<file path="config.mk">
export PLATFORM = sky130hd
export DESIGN_NAME = sprite_cmd_sender
export DESIGN_NICKNAME = d
export VERILOG_FILES = /design/src/rtl/sprite_cmd_pkg.sv /design/src/rtl/sync_fifo.sv /design/src/rtl/sprite_cmd_sender.sv
export SDC_FILE = /design/constraint.sdc
export NUM_CORES = 1
export LEC_CHECK = 0
export CAP_MARGIN = 20
export CELL_PAD_IN_SITES_DETAIL_PLACEMENT = 1
export CELL_PAD_IN_SITES_GLOBAL_PLACEMENT = 2
export CORE_MARGIN = 8
export CORE_UTILIZATION = 49
export DETAILED_ROUTE_END_ITERATION = 7
export PLACE_DENSITY_LB_ADDON = 0.1
export SETUP_SLACK_MARGIN = 0.1
export SYNTH_ARGS = -nofsm -noshare
export SYNTH_HDL_FRONTEND = slang
export SYNTH_SLANG_ARGS = --single-unit
</file>
<file path="constraint.sdc">
create_clock -name clk -period 4.5 [get_ports clk]
set_input_delay 0.675 -clock clk [delete_from_list [all_inputs] [get_ports clk]]
set_output_delay 0.675 -clock clk [all_outputs]
set_load 0.005 [all_outputs]
</file>
<file path="src/rtl/sprite_cmd_pkg.sv">
// Shared definitions for the sprite command bus transmitter.
//   - Bit positions and widths of the 32-bit command word
//   - Control codes (NOP / UPDATE / SWAP)
//   - cmd_req_t: one buffered software request (28 bits)
//   - encode_update / encode_swap: build the words seen by the display blocks
package sprite_cmd_pkg;

    localparam int COMP_ID_W = 6;
    localparam int CHILD_W   = 5;
    localparam int CTRL_W    = 4;
    localparam int TYPE_W    = 3;
    localparam int DATA_W    = 13;

    localparam int COMP_ID_LSB = 26;
    localparam int CHILD_LSB   = 21;
    localparam int CTRL_LSB    = 17;
    localparam int TYPE_LSB    = 14;
    localparam int BUF_BIT     = 13;
    localparam int DATA_LSB    = 0;

    localparam logic [CTRL_W-1:0] CTRL_NOP    = 4'h0;
    localparam logic [CTRL_W-1:0] CTRL_UPDATE = 4'h1;
    localparam logic [CTRL_W-1:0] CTRL_SWAP   = 4'hF;

    typedef struct packed {
        logic                 commit;
        logic [COMP_ID_W-1:0] comp_id;
        logic [CHILD_W-1:0]   child;
        logic [TYPE_W-1:0]    typ;
        logic [DATA_W-1:0]    data;
    } cmd_req_t;

    typedef enum logic {
        ST_IDLE,
        ST_WAIT_FRAME
    } state_t;

    // Update word: {comp_id, child, UPDATE, type, buffer select, data}
    function automatic logic [31:0] encode_update(cmd_req_t req, logic buf_sel);
        return {req.comp_id, req.child, CTRL_UPDATE, req.typ, buf_sel, req.data};
    endfunction

    // Swap word: only the control field and buffer select are non-zero
    function automatic logic [31:0] encode_swap(logic buf_sel);
        logic [31:0] word;
        word = 32'h0;
        word[CTRL_LSB +: CTRL_W] = CTRL_SWAP;
        word[BUF_BIT]            = buf_sel;
        return word;
    endfunction

endpackage

</file>
<file path="src/rtl/sync_fifo.sv">
// Single-clock show-ahead FIFO.
//   clk, reset     : clock, synchronous active-low reset
//   push/push_data : write request; ignored while full
//   pop            : consume head; ignored while empty
//   head           : current head entry, valid whenever !empty
//   level          : number of entries held (registered)
//   full/empty     : decoded from the registered level
module sync_fifo #(
    parameter int WIDTH   = 28,
    parameter int DEPTH   = 16,
    parameter int LEVEL_W = $clog2(DEPTH) + 1
) (
    input  logic               clk,
    input  logic               reset,
    input  logic               push,
    input  logic [WIDTH-1:0]   push_data,
    input  logic               pop,
    output logic [WIDTH-1:0]   head,
    output logic [LEVEL_W-1:0] level,
    output logic               full,
    output logic               empty
);

    localparam int ADDR_W = $clog2(DEPTH);

    logic [WIDTH-1:0]   mem [DEPTH];
    logic [ADDR_W-1:0]  wr_ptr_q, wr_ptr_d;
    logic [ADDR_W-1:0]  rd_ptr_q, rd_ptr_d;
    logic [LEVEL_W-1:0] level_q, level_d;
    logic               do_push;
    logic               do_pop;

    assign full    = (level_q == LEVEL_W'(DEPTH));
    assign empty   = (level_q == '0);
    assign do_push = push & ~full;
    assign do_pop  = pop & ~empty;
    assign head    = mem[rd_ptr_q];
    assign level   = level_q;

    // DEPTH is a power of two, so pointers wrap by plain overflow
    always_comb begin
        wr_ptr_d = wr_ptr_q;
        rd_ptr_d = rd_ptr_q;
        level_d  = level_q;
        if (do_push) begin
            wr_ptr_d = wr_ptr_q + ADDR_W'(1);
        end
        if (do_pop) begin
            rd_ptr_d = rd_ptr_q + ADDR_W'(1);
        end
        case ({do_push, do_pop})
            2'b10:   level_d = level_q + LEVEL_W'(1);
            2'b01:   level_d = level_q - LEVEL_W'(1);
            default: level_d = level_q;
        endcase
    end

    always_ff @(posedge clk) begin
        if (!reset) begin
            wr_ptr_q <= '0;
            rd_ptr_q <= '0;
            level_q  <= '0;
        end else begin
            wr_ptr_q <= wr_ptr_d;
            rd_ptr_q <= rd_ptr_d;
            level_q  <= level_d;
        end
    end

    // Storage needs no reset: entries are only read once counted in level
    always_ff @(posedge clk) begin
        if (do_push) begin
            mem[wr_ptr_q] <= push_data;
        end
    end

endmodule

</file>
<file path="src/rtl/sprite_cmd_sender.sv">
// Transmit end of the sprite command bus.
// Buffers sprite updates and frame commits from the register interface and
// serialises them onto the shared 32-bit writedata bus of the display blocks.
//   clk, reset                     : clock, synchronous active-low reset
//   req_valid / req_ready          : request handshake (ready = FIFO not full)
//   req_commit                     : 1 = frame-commit marker
//   req_comp_id/child/type/data    : update fields
//   frame_end                      : one-cycle pulse at vblank start
//   writedata / wr_strobe          : command word, held for exactly one cycle
//   busy, swap_pending             : status
//   back_buffer                    : buffer index targeted by updates
//   fifo_level                     : entries queued
module sprite_cmd_sender
    import sprite_cmd_pkg::*;
#(
    parameter int DEPTH   = 16,
    parameter int LEVEL_W = $clog2(DEPTH) + 1
) (
    input  logic               clk,
    input  logic               reset,
    input  logic               req_valid,
    output logic               req_ready,
    input  logic               req_commit,
    input  logic [5:0]         req_comp_id,
    input  logic [4:0]         req_child,
    input  logic [2:0]         req_type,
    input  logic [12:0]        req_data,
    input  logic               frame_end,
    output logic [31:0]        writedata,
    output logic               wr_strobe,
    output logic               busy,
    output logic               swap_pending,
    output logic               back_buffer,
    output logic [LEVEL_W-1:0] fifo_level
);

    cmd_req_t    req_in;
    cmd_req_t    head_req;
    logic        fifo_pop;
    logic        fifo_full;
    logic        fifo_empty;

    state_t      state_q, state_d;
    logic [31:0] writedata_q, writedata_d;
    logic        wr_strobe_q, wr_strobe_d;
    logic        back_buffer_q, back_buffer_d;

    assign req_in.commit  = req_commit;
    assign req_in.comp_id = req_comp_id;
    assign req_in.child   = req_child;
    assign req_in.typ     = req_type;
    assign req_in.data    = req_data;

    sync_fifo #(
        .WIDTH   ($bits(cmd_req_t)),
        .DEPTH   (DEPTH),
        .LEVEL_W (LEVEL_W)
    ) u_fifo (
        .clk       (clk),
        .reset     (reset),
        .push      (req_valid),
        .push_data (req_in),
        .pop       (fifo_pop),
        .head      (head_req),
        .level     (fifo_level),
        .full      (fifo_full),
        .empty     (fifo_empty)
    );

    // Ready comes from the registered level, so a pop while full does not
    // reopen the input until the following cycle.
    assign req_ready    = ~fifo_full;
    assign busy         = ~fifo_empty | (state_q != ST_IDLE);
    assign swap_pending = (state_q == ST_WAIT_FRAME);
    assign writedata    = writedata_q;
    assign wr_strobe    = wr_strobe_q;
    assign back_buffer  = back_buffer_q;

    // writedata_d defaults to NOP so every word lives for exactly one cycle
    always_comb begin
        state_d       = state_q;
        writedata_d   = 32'h0;
        wr_strobe_d   = 1'b0;
        back_buffer_d = back_buffer_q;
        fifo_pop      = 1'b0;
        case (state_q)
            ST_IDLE: begin
                if (!fifo_empty) begin
                    if (head_req.commit) begin
                        // Commit stays at the head until the swap goes out,
                        // which holds back every later update.
                        state_d = ST_WAIT_FRAME;
                    end else begin
                        writedata_d = encode_update(head_req, back_buffer_q);
                        wr_strobe_d = 1'b1;
                        fifo_pop    = 1'b1;
                    end
                end
            end
            ST_WAIT_FRAME: begin
                // Only a frame_end seen while already waiting counts
                if (frame_end) begin
                    writedata_d   = encode_swap(back_buffer_q);
                    wr_strobe_d   = 1'b1;
                    fifo_pop      = 1'b1;
                    back_buffer_d = ~back_buffer_q;
                    state_d       = ST_IDLE;
                end
            end
            default: begin
                state_d = ST_IDLE;
            end
        endcase
    end

    // Display blocks come out of reset showing buffer 0, so we draw into 1
    always_ff @(posedge clk) begin
        if (!reset) begin
            state_q       <= ST_IDLE;
            writedata_q   <= 32'h0;
            wr_strobe_q   <= 1'b0;
            back_buffer_q <= 1'b1;
        end else begin
            state_q       <= state_d;
            writedata_q   <= writedata_d;
            wr_strobe_q   <= wr_strobe_d;
            back_buffer_q <= back_buffer_d;
        end
    end

endmodule
</file>
[After elaboration in Yosys (flattened, before gate mapping)]
Memory sizes are Yosys's and may differ from the RTL's. A register that Yosys moved wholly into a read port is not among the register bits.
Cells that the tools add are included.
Cells by class
  reduce and logical (&&, ||, !) cells: 3
  shift operators: 0
  mux-type cells: 17
  equality and inequality tests: 3
  bitwise operators: 7
  div/mod/pow operators: 0
  order comparisons: 0
  add/subtract/negate cells: 4
  multipliers: 0
Operator list (number)
  $mux 32: 2
  $pmux 32 s2: 1
  $mux 21: 1
  $pmux 5 s2: 1
  $add 4x1->4 const B: 2
  $mux 1: 8
  $mux 4: 2
  $add 5x1->5 const B: 1
  $eq 5x5->1 const B: 1
  $logic_not 5->1: 1
  $sub 5x1->5 const B: 1
  $not 1->1: 4
  $pmux 1 s2: 2
  $and 1x1->1: 2
  $eq 2x1->1 const B: 1
  $eq 2x2->1 const B: 1
  $reduce_and 2->1: 1
  $reduce_bool 2->1: 1
  $or 1x1->1: 1
Storage, ports and cells
  output and inout port bits: 42
  RAM bits: 448
  register bits after elaboration: 48
  input port bits: 32
  ROM bits: 0
  bits in latches: 0
  word-level logic and storage cells: 42
  memories: 1
Memory list
  u_fifo.mem: depth 16, width 28, rd ports 1, clocked after Yosys merged registers in 1, wr ports 1, line sync_fifo.sv:26  | logic [WIDTH-1:0] mem [DEPTH];

[Depth between registers and ports, before layout]
  depth in word-level cells: 6
  mapped depth: 15
  gate-level depth less buffers: 12

[Hierarchy]
From an unflattened synthesis, not the netlist that was laid out.
Second synthesis, totals
  cells, all modules: 892
  area, all modules: 18700.4 sq um
By module, submodules not included
  sync_fifo: times used 1, area an instance 17718.2 sq um, cells each 812
  sprite_cmd_sender: times used 1, area an instance 982.2 sq um, cells each 80

[Worst setup path before layout]
No wires, ideal clock.
  kind: reg2reg
  start: register u_fifo.level_q[1], in the netlist u_fifo.level[1]
  end: memory u_fifo.mem[3][0] (enable)
  stages on the path, launching flop included: 6
  arrival: 3305 ps
  period minus slack after synthesis: 3753 ps
  setup slack: 747 ps
  data required time: 4052 ps
  path through: dfxtp_1 -> clkbuf_1 -> nor4_1 -> a21boi_1 -> nand2_1 -> nor3_1
Between the ends
  word-level cells in the longest chain between the ends: 5
RTL lines
  start, declared: line sync_fifo.sv:29  | logic [LEVEL_W-1:0] level_q, level_d;
  start signal, assigned: line sync_fifo.sv:66  | level_q <= level_d;
  $eq 5x5->1: line sync_fifo.sv:33  | assign full = (level_q == LEVEL_W'(DEPTH));
  $not 1->1: line sync_fifo.sv:35  | assign do_push = push & ~full;
  $and 1x1->1: line sync_fifo.sv:35
  $mux 1: line sync_fifo.sv:72  | if (do_push) begin
  $mux 1 (not written as such): line sync_fifo.sv:73  | mem[wr_ptr_q] <= push_data;
  end, declared: line sync_fifo.sv:26
No other way between the ends.

==> metrics.md <==
| Metric | Value |
|---|---|
| IO buf count | 73 |
| WL final | 41700 um |
| HP Class | reg2reg |
| CP Cell Sequence | mux4_2 > o22ai_2 > nor3_1 > nor3b_2 > ha_1 > xor2_1 > ha_1 > o21a_1 > o22a_1 > a21oi_1 > mux2i_1 > mux2i_1 |
| Top-area cell type share of the netlist area | 0.710 |
| Skew-Pair Late Insertion Delay | 0.60 ns |
| Flops & latches, synth | 497 |
| Final global-route overflow total | 0 |
| FFs w/ async S/R, synth | 0 |
| Pwr Density | 528 mW/mm2 |
| RSZ-0062 raised after global routing | no |
| Drc violations | 0 |
| Cell Area, Synth | 0.0190 mm2 |
| Final Max Slew Viols | 0 |
| Commonest non-fill, non-tap cell in the layout | edfxtp_1 |
| Hold_buf cts | 0 |
| Hold path cells | 2 |
| Seq/Total Area, Yosys | 0.761 |
| First-pass GRT wire length | 61800 um |
| Clock transition at path regs | 0.06 ns |
| CP delay by family, top | multiplexers |
| Mean routed wirelength per cell | 27.8 um |
| Post-CTS resize count | 0 |
| Post-Syn Instances | 829 |
| CTS H-tree lvls | 2 |
| Crit-path slowest cell | mux4_2 |
| Global Route Usage Sum | 0.189 |
| Leak Pwr | 6.99 nW |
| CORE AREA | 0.0384 mm2 |
| Cell row count | 72 |
| Clock Sink Count | 497 |
| Post-synth EDFFs | 448 |
| Detail Placement HPWL | 23100 um |
| Worst Max-Slew Pin Slew | 0.882 ns |
| Critical path class | reg2reg |
| Largest net degree at the start of global routing | 99 |
| Layout net count | 982 |
| Commonest cells after routing, fill and taps aside | edfxtp_1 (448), mux4_2 (131), clkdlybuf4s50_1 (73) |
| Routability cong. | 0.706 |
| VDD IR max | 0.326 mV |
| CTS tree | yes |
| Initial antenna violation count | 1 |
| Post-CTS setup buffers | 0 |
| Crit. End Element | flip-flop |
| Die ar. | 0.0452 mm2 |
| DIE HEIGHT | 213 um |
| I/O pin cnt | 74 |
| Inserted Clock Buffers | 50 |
| Startpoint types | flip-flop |
| Clock root cell | clkbuf_16 |
| Required time of the critical path | 5.02 ns |
| Worst Path Max Fanout | 18 |
| Antenna Violating Nets Remaining | 0 |
| Vias per std cell | 5.71 |
| Starting density of the core | 0.494 |
| Relative slew slack | 0.412 |
| Layout cells sized above 1 | 0.292 |
| Status | finished, final reports clean |
| Max Freq | 271 MHz |
| Die W | 213 um |
| CTS Buffer Depth | 3 |
| Post-Route Skew | 0.0161 ns |
| Pre-antenna DRT Iters | 4 |
| WP data arrival | 4.21 ns |
| Syn Area/Cell | 22.9 um2 |
| Largest cells by area after synthesis | edfxtp_1 (71%), mux4_2 (16%), dfxtp_1 (5.2%) |
| Max-cap violations | 0 |
| Setup tns final | 0 ns |
| Setup Viol. Count Final | 0 |
| Final Critical Period | 3.69 ns |
| Via total after detailed routing | 8573 |
| Min-delay src | u_fifo.rd_ptr_q[2] |
| Worst Path Buf+Inv | 0 |
| Final hold viol count | 0 |
| Yosys Warn Count | 0 |
| Total chip power | 0.0118 W |
| Yosys top cell by area | edfxtp_1 |
| Worst r2r dst | u_fifo.level[4] |
| CP max stage delay | 0.57 ns |
| Syn Nets | 870 |
| Synth-to-layout area growth | 17.5% |
| R2R Setup Slk | 0.81 ns |
| Worst reg2reg path depth | 12 |
| Period utilization | 0.821 |
| Fill cells | 3231 |
| Top FF cell, synth | edfxtp_1 |
| DRT iter0 DRCs | 598 |
| Vias in the first global route | 9495 |
| Post-synthesis cell type count | 47 |
## routing by layer
layer  global-route usage  vias up  routed length [um]  part of all wire
met4               0.0581        2                 973             0.023
met3               0.0311       63                1730             0.041
met5                    0        -                  13           0.00031
met2                0.325      199               21400              0.51
met1                0.248     4636               17600              0.42
li1                     -     3673                   -                 -
## metrics by stage
| stage | utilization | setup slack [ns] | hold WS (ns) | cell area [um2] | instances |
|---|---|---|---|---|---|
| 2_1_floorplan | - | 0.747 | 0.454 | 19000 | 829 |
| 3_3_place_gp | 0.534 | 0.835 | 0.470 | 20500 | 1407 |
| 3_5_place_dp | 0.534 | 0.764 | 0.500 | 20500 | 1407 |
| 4_1_cts | 0.580 | 0.760 | 0.516 | 22300 | 1501 |
| 5_1_grt | 0.580 | 0.502 | 0.553 | 22300 | 1501 |
| 6_report | 0.580 | 0.807 | 0.506 | 22300 | 1502 |
## worst max path at each step
| stage | from | end | slack [ns] | depth (start not counted) |
|---|---|---|---|---|
| 3_5_place_dp | frame_end | u_fifo.level[4] | 0.76 | 12 |
| 3_3_place_gp | flip-flop | u_fifo.level[4] | 0.84 | 12 |
| 5_1_grt | flip-flop | u_fifo.level[4] | 0.50 | 12 |
| 4_1_cts | flip-flop | u_fifo.level[4] | 0.76 | 12 |
| 6_report | flip-flop | u_fifo.level[4] | 0.81 | 12 |
| 2_1_floorplan | u_fifo.level[1] | u_fifo.mem[3][0] | 0.75 | 5 |
## cells by family (layout without fill, tap and decap cells)
logic type,Yosys count,in the layout,synth area share
other cells,0,1,0
buf+inv,49,203,0.0152
compound gates,25,25,0.00937
flops,497,497,0.761
fa+ha+maj,9,9,0.00594
xor+xnor,6,6,0.00277
mux,149,149,0.170
simple gates,94,94,0.0354
## tightest hold or removal path: cells and delay by family, from the launching register on
kind,cells,cell delay [ns]
flip-flops,1,0.32
AO/OA/AOI/OAI,2,0.14
## power breakdown
group	internal (W)	total, W	switching [W]	leakage (nW)
clock network	0.00272	0.00447	0.00175	0.862
logic	0.00102	0.00187	0.000847	1.68
registers	0.00527	0.00542	0.000145	4.45
## state kept, by name (all words and copies together) (netlist names), named ones only
signal / cells
u_fifo.mem: 448
writedata: 30
u_fifo.level: 5
u_fifo.rd_ptr_q: 4
u_fifo.wr_ptr_q: 4
back_buffer: 1
swap_pending: 1
## area by class of cell
type,instances,area (um2),share of cell area
antenna,1,2.50,0.000112
clock buffer,60,1310,0.0588
clock inverter,34,473,0.0212
inverter,5,18.8,0.000842
multi-input combinational,283,4340,0.195
sequential,497,14400,0.648
tap,518,648,0.0291
timing repair buffer,104,1040,0.0466
## cell usage after synthesis, types with 2 or more instances
master and n:
a21boi_0 4, a21boi_1 3, a21oi_1 5, and2_1 4
buf_12 3, buf_2 15, buf_4 3, buf_6 2
clkbuf_1 20, dfxtp_1 49, edfxtp_1 448, ha_1 9
inv_1 5, mux2_2 5, mux2i_1 7, mux4_1 5
mux4_2 131, nand2_1 15, nand2b_1 9, nand4_1 2
nor2_1 14, nor2b_1 11, nor2b_4 20, nor3_1 7
o21ai_0 3, o22a_1 2, o31ai_1 2, or2_2 2
or3b_1 2, xnor2_1 4, xor2_1 2
Power figures use the tool's default switching activity.
